===== src/rtl/vga_capture_if.sv =====
// Framebuffer write port used by vga_capture; master drives, slave is the memory side.
interface vga_capture_if #(
  parameter int ADDR_W = 19
);
  logic              wr_en;
  logic [ADDR_W-1:0] wr_addr;
  logic [7:0]        wr_data;

  modport master (output wr_en, wr_addr, wr_data);
  modport slave  (input  wr_en, wr_addr, wr_data);
endinterface


===== src/rtl/vga_capture.sv =====
// VGA receive side: rebuilds pixel coordinates, checks line/frame timing and grabs one frame.
// Optional 2x2 decimation when VGA_CAPTURE_DECIMATE_EN is defined.
module vga_capture #(
  parameter int H_ACTIVE = 640,
  parameter int V_ACTIVE = 480,
  parameter int H_TOTAL  = 800,
  parameter int V_TOTAL  = 525,
  parameter int ADDR_W   = 19
) (
  input  logic       clock,
  input  logic       reset,
  input  logic       hsync_in,
  input  logic       vsync_in,
  input  logic       blank_in,
  input  logic [7:0] pixel_in,
  input  logic       capture_req,
  output logic       busy,
  output logic       done,
  output logic       locked,
  output logic       err_hline,
  output logic       err_vframe,
  output logic       err_short,
  vga_capture_if.master fb
);

`ifdef VGA_CAPTURE_DECIMATE_EN
  localparam int FRAME_PIX = (H_ACTIVE / 2) * (V_ACTIVE / 2);
`else
  localparam int FRAME_PIX = H_ACTIVE * V_ACTIVE;
`endif
  localparam logic [ADDR_W-1:0] LAST_ADDR = ADDR_W'(FRAME_PIX - 1);
  localparam logic [9:0]        H_ACT_L   = 10'(H_ACTIVE);
  localparam logic [15:0]       H_TOT_L   = 16'(H_TOTAL);
  localparam logic [15:0]       V_TOT_L   = 16'(V_TOTAL);

  typedef enum logic [1:0] {IDLE, WAIT_VS, ACTIVE, FINISH} state_t;

  state_t state, state_next;

  logic       hs1, hs2, vs1, vs2, bl1, bl2, req1;
  logic [7:0] px1;
  logic       hs_fall, vs_fall, vs_rise, bl_fall;
  logic [9:0] x, y;
  logic       keep;

  logic        h_armed, v_armed, period_bad;
  logic [15:0] hcnt, lcnt;
  logic [1:0]  good_cnt;
  logic        h_mis, v_mis;

  logic              write_now, last_write, short_end, accept;
  logic              wr_en_r;
  logic [ADDR_W-1:0] wr_addr_r, addr_cnt;
  logic [7:0]        wr_data_r;

  always_ff @(posedge clock) begin
    if (reset) begin
      {hs1, hs2, vs1, vs2, bl1, bl2, req1} <= '0;
      px1 <= '0;
    end else begin
      hs1  <= hsync_in;
      hs2  <= hs1;
      vs1  <= vsync_in;
      vs2  <= vs1;
      bl1  <= blank_in;
      bl2  <= bl1;
      req1 <= capture_req;
      px1  <= pixel_in;
    end
  end

  assign hs_fall = hs2 & ~hs1;
  assign vs_fall = vs2 & ~vs1;
  assign vs_rise = ~vs2 & vs1;
  assign bl_fall = bl2 & ~bl1;

  // x/y describe the pixel currently held in stage 1
  always_ff @(posedge clock) begin
    if (reset) begin
      x <= '0;
      y <= '0;
    end else begin
      if (bl_fall)                   x <= '0;
      else if (bl1 && x != 10'h3FF)  x <= x + 10'd1;
      if (vs_fall)                     y <= '0;
      else if (bl_fall && y != 10'h3FF) y <= y + 10'd1;
    end
  end

  assign h_mis = hs_fall & h_armed & (hcnt != H_TOT_L);
  assign v_mis = vs_fall & v_armed & (lcnt != V_TOT_L);

  // An hsync edge coinciding with a vsync edge belongs to the new frame period
  always_ff @(posedge clock) begin
    if (reset) begin
      h_armed    <= 1'b0;
      v_armed    <= 1'b0;
      hcnt       <= '0;
      lcnt       <= '0;
      period_bad <= 1'b0;
      good_cnt   <= '0;
      locked     <= 1'b0;
    end else begin
      if (hs_fall) begin
        h_armed <= 1'b1;
        hcnt    <= 16'd1;
      end else if (hcnt != 16'hFFFF) begin
        hcnt <= hcnt + 16'd1;
      end
      if (vs_fall) begin
        v_armed <= 1'b1;
        lcnt    <= hs_fall ? 16'd1 : 16'd0;
      end else if (hs_fall && lcnt != 16'hFFFF) begin
        lcnt <= lcnt + 16'd1;
      end
      if (h_mis || v_mis) begin
        locked     <= 1'b0;
        good_cnt   <= '0;
        period_bad <= ~vs_fall;
      end else if (vs_fall) begin
        period_bad <= 1'b0;
        if (period_bad) begin
          good_cnt <= '0;
        end else begin
          if (good_cnt != 2'd2) good_cnt <= good_cnt + 2'd1;
          if (good_cnt != 2'd0) locked <= 1'b1;
        end
      end
    end
  end

  always_ff @(posedge clock) begin
    if (reset) begin
      err_hline  <= 1'b0;
      err_vframe <= 1'b0;
      err_short  <= 1'b0;
    end else begin
      if (h_mis)       err_hline <= 1'b1;
      else if (accept) err_hline <= 1'b0;
      if (v_mis)       err_vframe <= 1'b1;
      else if (accept) err_vframe <= 1'b0;
      if (short_end)   err_short <= 1'b1;
      else if (accept) err_short <= 1'b0;
    end
  end

`ifdef VGA_CAPTURE_DECIMATE_EN
  assign keep = ~x[0] & ~y[0];
`else
  assign keep = 1'b1;
`endif

  always_ff @(posedge clock) begin
    if (reset) state <= IDLE;
    else       state <= state_next;
  end

  always_comb begin
    state_next = state;
    case (state)
      IDLE:    if (req1)                   state_next = WAIT_VS;
      WAIT_VS: if (vs_rise)                state_next = ACTIVE;
      ACTIVE:  if (last_write || vs_fall)  state_next = FINISH;
      FINISH:                              state_next = IDLE;
      default:                             state_next = IDLE;
    endcase
  end

  always_comb begin
    busy       = (state == WAIT_VS) || (state == ACTIVE);
    done       = (state == FINISH);
    accept     = (state == IDLE) && req1;
    write_now  = (state == ACTIVE) && bl1 && (x < H_ACT_L) && keep;
    last_write = write_now && (addr_cnt == LAST_ADDR);
    short_end  = (state == ACTIVE) && vs_fall && !last_write;
  end

  // Address advances by one per accepted pixel; no coordinate multiply
  always_ff @(posedge clock) begin
    if (reset) begin
      wr_en_r   <= 1'b0;
      wr_addr_r <= '0;
      wr_data_r <= '0;
      addr_cnt  <= '0;
    end else begin
      wr_en_r <= write_now;
      if (state == WAIT_VS) begin
        addr_cnt  <= '0;
        wr_addr_r <= '0;
      end else if (write_now) begin
        wr_data_r <= px1;
        wr_addr_r <= addr_cnt;
        addr_cnt  <= addr_cnt + 1'b1;
      end
    end
  end

  assign fb.wr_en   = wr_en_r;
  assign fb.wr_addr = wr_addr_r;
  assign fb.wr_data = wr_data_r;

endmodule


===== src/flat_wrapper.sv =====
// flat-port wrapper written by rule: the top's interface ports become plain ports
module vga_capture_flat 
#(
  parameter int H_ACTIVE = 640,
  parameter int V_ACTIVE = 480,
  parameter int H_TOTAL  = 800,
  parameter int V_TOTAL  = 525,
  parameter int ADDR_W   = 19
)
  (clock, reset, hsync_in, vsync_in, blank_in, pixel_in, capture_req, busy, done, locked, err_hline, err_vframe, err_short, fb_wr_en, fb_wr_addr, fb_wr_data);
  vga_capture_if #(.ADDR_W(ADDR_W)) fb_i ();
  input  logic clock;
  input  logic reset;
  input  logic hsync_in;
  input  logic vsync_in;
  input  logic blank_in;
  input  logic [7:0] pixel_in;
  input  logic capture_req;
  output logic busy;
  output logic done;
  output logic locked;
  output logic err_hline;
  output logic err_vframe;
  output logic err_short;
  output wire logic [$bits(fb_i.wr_en)-1:0] fb_wr_en;
  output wire logic [$bits(fb_i.wr_addr)-1:0] fb_wr_addr;
  output wire logic [$bits(fb_i.wr_data)-1:0] fb_wr_data;
  assign fb_wr_en = fb_i.wr_en;
  assign fb_wr_addr = fb_i.wr_addr;
  assign fb_wr_data = fb_i.wr_data;
  vga_capture #(.H_ACTIVE(H_ACTIVE), .V_ACTIVE(V_ACTIVE), .H_TOTAL(H_TOTAL), .V_TOTAL(V_TOTAL), .ADDR_W(ADDR_W)) u_core (.clock(clock), .reset(reset), .hsync_in(hsync_in), .vsync_in(vsync_in), .blank_in(blank_in), .pixel_in(pixel_in), .capture_req(capture_req), .busy(busy), .done(done), .locked(locked), .err_hline(err_hline), .err_vframe(err_vframe), .err_short(err_short), .fb(fb_i));
endmodule

===== config.mk =====
export PLATFORM = sky130hd
export DESIGN_NAME = vga_capture_flat
export DESIGN_NICKNAME = d
export VERILOG_FILES = /design/src/rtl/vga_capture_if.sv /design/src/rtl/vga_capture.sv /design/src/flat_wrapper.sv
export SDC_FILE = /design/constraint.sdc
export NUM_CORES = 1
export LEC_CHECK = 0
export ABC_AREA = 1
export CAP_MARGIN = 25
export CORE_MARGIN = 10
export CORE_UTILIZATION = 50
export CTS_BUF_LIST = sky130_fd_sc_hd__clkbuf_16
export CTS_CLUSTER_DIAMETER = 120
export DETAILED_ROUTE_END_ITERATION = 12
export PLACE_DENSITY = 0.71
export SYNTH_ARGS = -nofsm -noshare
export SYNTH_HDL_FRONTEND = slang
export SYNTH_SLANG_ARGS = --single-unit

===== constraint.sdc =====
create_clock -name clock -period 3.4 [get_ports clock]
set_clock_uncertainty 0.1 [all_clocks]
set_input_delay 0.68 -clock clock [delete_from_list [all_inputs] [get_ports clock]]
set_output_delay 0.68 -clock clock [all_outputs]
set_load 0.01 [all_outputs]

==> Implementation_results.wiki <==
{| class="wikitable"
! Metric !! Value
|-
| Total setup violations reported at the end of the flow || 0
|-
| Met2 layer usage reported by global route || 0.268
|-
| Power density cells || 528 mW/mm²
|-
| Clock tree from TritonCTS || done
|-
| DRC violations left || 0
|-
| Crit-path max FO || 4
|-
| Global route hottest layer || met2
|-
| Proportion of register bits with asynchronous set or reset after synthesis || 0
|-
| Antenna-violating nets left || 0
|-
| Number of rows created at floorplan || 37
|-
| Synth Net Count || 798
|-
| Sequential Area || 0.00230 mm²
|-
| Fraction of power consumed by sequential logic || 0.412
|-
| Count of distinct cell types in the synthesized netlist || 40
|-
| Final weighted congestion in routability-driven placement || 0.947
|-
| Worst-case vdd ir drop || 0.328 mV
|-
| Die height || 124 µm
|-
| Fraction of power spent switching nets || 0.251
|-
| Relative slew margins || 0.488
|-
| Sequential-to-total area share from yosys stat || 0.427
|-
| Static Leak || 2.56 nW
|-
| Clock latency on the worst-skew pair || 0.40 ns
|-
| WL per Instance || 12.6 µm
|-
| Post-Synthesis Mean Instance Area || 6.98 µm²
|-
| Max Fclk || 391 MHz
|-
| Worst path cell trace || inv_1 > ha_1 > clkdlybuf4s50_1
|-
| Type of the tightest min-delay check || flip-flop to flip-flop
|-
| Number of primary I/O pins || 48
|-
| Total vias in the final route || 4,982
|-
| Number of H-tree levels || 4
|-
| Ratio of final minimum period to clock period || 0.752
|-
| Total number of nets in the final design || 852
|-
| Share of cells above drive strength 1 || 0.0799
|-
| Die X-Extent || 124 µm
|-
| Pin count of the biggest net entering global routing || 26
|-
| Starting density of the core || 0.517
|-
| Number of placed cells counting well taps || 943
|-
| Family with the most delay on the worst path || buffers and inverters
|-
| Global routing met1 resource utilization || 0.207
|-
| Routed via count divided by cell count || 5.11
|-
| Worst Path Arrival || 1.78 ns
|-
| Clk root buf || sky130_fd_sc_hd__clkbuf_16
|-
| Clock transition at the registers of the reported paths || 0.05 ns
|-
| Startpoint types || flip-flop
|-
| Final worst hold slack || 0.330 ns
|-
| Post-layout power || 3.45 mW
|-
| Fin util || 0.627
|-
| Largest incremental delay on the critical path || 0.56 ns
|-
| Count of pins over their slew limit || 0
|-
| Total overflow reported by the global router || 0
|-
| Core region area || 0.0104 mm²
|-
| Max-cap violations || 0
|-
| Internal portion of total power || 2.59 mW
|-
| Number of antenna repair diodes || 0
|-
| Switching Power || 0.867 mW
|-
| Run status || finished clean
|-
| Sum of routed wire length over all layers || 12.3 mm
|-
| Number of flops mapped to enable cells by yosys || 0
|-
| Critical Path End Type || output port
|-
| Half-perimeter wire length after detailed placement || 8.69 mm
|-
| Setup slack on the worst flop-to-flop path || 1.16 ns
|-
| Post-synthesis sequential element count || 115
|-
| Detailed-router iteration count before antenna repair || 6
|-
| Post-CTS Setup Repair Bufs || 0
|-
| Count of synthesis-stage warnings from yosys || 0
|-
| Cts bufs inserted || 17
|-
| Area share of the largest cell type after synthesis || 0.427
|-
| Antenna violations before repair || 0
|-
| Via count of the first global-routing pass || 4,593
|-
| Post-Syn Area || 0.00539 mm²
|-
| Number of instances resized during post-cts repair || 0
|-
| Synthesis-to-finish area growth || 21.2%
|-
| Total buffers and inverters traversed by the critical path || 2
|-
| Shortest period the worst path allows || 2.56 ns
|-
| Slew of the pin with the lowest slew margin || 0.765 ns
|-
| Worst EP required || 2.62 ns
|-
| Total of buffers placed on input and output ports || 47
|-
| Non-filler cells in the finished layout || 975
|-
| Most area-consuming cells after synthesis || sky130_fd_sc_hd__dfxtp_1 (43%), sky130_fd_sc_hd__nand2_1 (12%), sky130_fd_sc_hd__nor2_1 (8.0%), sky130_fd_sc_hd__inv_1 (7.1%), sky130_fd_sc_hd__a21oi_1 (5.9%)
|-
| Number of sinks driven by the clock tree || 115
|-
| Detailed Route Iter0 Violations || 309
|-
| Global routing met3 resource utilization || 0.0448
|-
| Clock network fraction of design power || 0.479
|-
| Filler cell count || 915
|-
| Final Hold Vio Count || 0
|-
| Count of hold buffers inserted by post-cts repair || 0
|-
| Comb pwr share || 0.109
|-
| Cells after Synth || 772
|-
| Setup repair after global routing missed its margin || false
|-
| Area of the multi-input gates || 0.00260 mm²
|-
| Maximum root-to-sink buffer count || 2
|-
| Cell type of the slowest stage on the worst timing path || sky130_fd_sc_hd__clkdlybuf4s50_1
|-
| Top_reg_cell synth || sky130_fd_sc_hd__dfxtp_1
|-
| WS Path Type || flip-flop to output port
|-
| Total negative setup slack || 0 ns
|-
| Global-route wire length before repair || 20.9 mm
|-
| Yosys top cell by area || sky130_fd_sc_hd__dfxtp_1
|-
| Total die area || 0.0153 mm²
|-
| Overall fraction of global-route tracks in use || 0.166
|}
==> final timing paths <==
path	from	endpoint	depth (start not counted)
hold reg to reg	u_core.hs1	u_core.hs2	2
setup reg to reg	u_core.state[0]	u_core.addr_cnt[10]	10
setup / recovery	u_core.state[1]	busy	3
hold / removal	u_core.hs1	u_core.hs2	2
==> stage by stage <==
step	instance area (µm²)	worst slack [ns]
floorplan	5390	1.81
global placement	5980	0.945
detailed placement	5980	0.949
CTS	6530	0.809
global route	6530	0.751
finish	6530	0.845
==> worst min-delay path, cell delays in order (launching register included) <==
cell and delay, ns:
sky130_fd_sc_hd__dfxtp_1 0.29, sky130_fd_sc_hd__inv_1 0.06, sky130_fd_sc_hd__nor2_1 0.04
==> power by group through the flow <==
stage          clock network (mW)  registers [mW]  logic [mW]
6_report                     1.65            1.42       0.376
5_1_grt                      1.75            1.43       0.429
4_1_cts                      1.68            1.42       0.381
3_5_place_dp                    0            1.45       0.375
3_3_place_gp                    0            1.45       0.366
2_1_floorplan                   0            1.45       0.241
==> placed cells by master (no fill, tap or decap), drive strengths merged <==
cell type / netlist / layout
dfxtp: 115 / 115
a21boi: 1 / 1
xor2: 8 / 8
a21oi: 66 / 66
nor2: 123 / 123
nand2: 189 / 189
buf: 12 / 4
nor3: 17 / 17
nand3: 49 / 49
clkinvlp: 0 / 1
o21a: 1 / 1
clkdlybuf4s50: 0 / 47
a31oi: 9 / 9
o211ai: 1 / 1
inv: 104 / 107
nor4: 2 / 2
bufinv: 0 / 2
or2: 4 / 4
and3: 1 / 1
o21bai: 3 / 3
nand3b: 2 / 2
clkbuf: 4 / 17
ha: 12 / 12
xnor2: 2 / 2
o21ai: 31 / 31
clkinv: 3 / 12
nand4: 13 / 13
==> cell type report <==
class,instances,share of cell area
well taps,136,0.0260
flip-flops and latches,115,0.352
clock buffers,17,0.0651
multi-input cells,534,0.398
inverters,107,0.0622
repair buffers,51,0.0766
clock inverters,15,0.0193
==> synth_stat cells (all sizes together), types with 9 or more instances <==
master  instances
nor2          123
nand3          49
a31oi           9
nor3           17
dfxtp         115
nand4          13
ha             12
o21ai          31
inv           104
a21oi          66
buf            12
nand2         189
==> flip-flops by register name, indices dropped and copies added, names as in the netlist, 2 cells and up <==
register / count
u_core.addr_cnt: 19
u_core.fb.wr_addr: 19
u_core.hcnt: 16
u_core.lcnt: 16
u_core.x: 10
u_core.fb.wr_data: 8
u_core.px1: 8
u_core.good_cnt: 2
u_core.state: 2
==> per-layer routing <==
metal	vias to the layer above	routed length, µm	part of all wire
met4	0	150	0.012
met1	2283	5650	0.46
met2	122	5790	0.47
met5	-	0	0
met3	13	674	0.055
li1	2564	-	-
==> cell families after synthesis <==
logic type,Yosys count,synth area share
adder cells (fa/ha/maj),12,0.0279
AO/OA/AOI/OAI,112,0.112
buffers and inverters,123,0.0901
flip-flops,115,0.427
XOR/XNOR,10,0.0162
AND/OR/NAND/NOR,400,0.326
No activity file was read; power rests on OpenSTA's default activity.
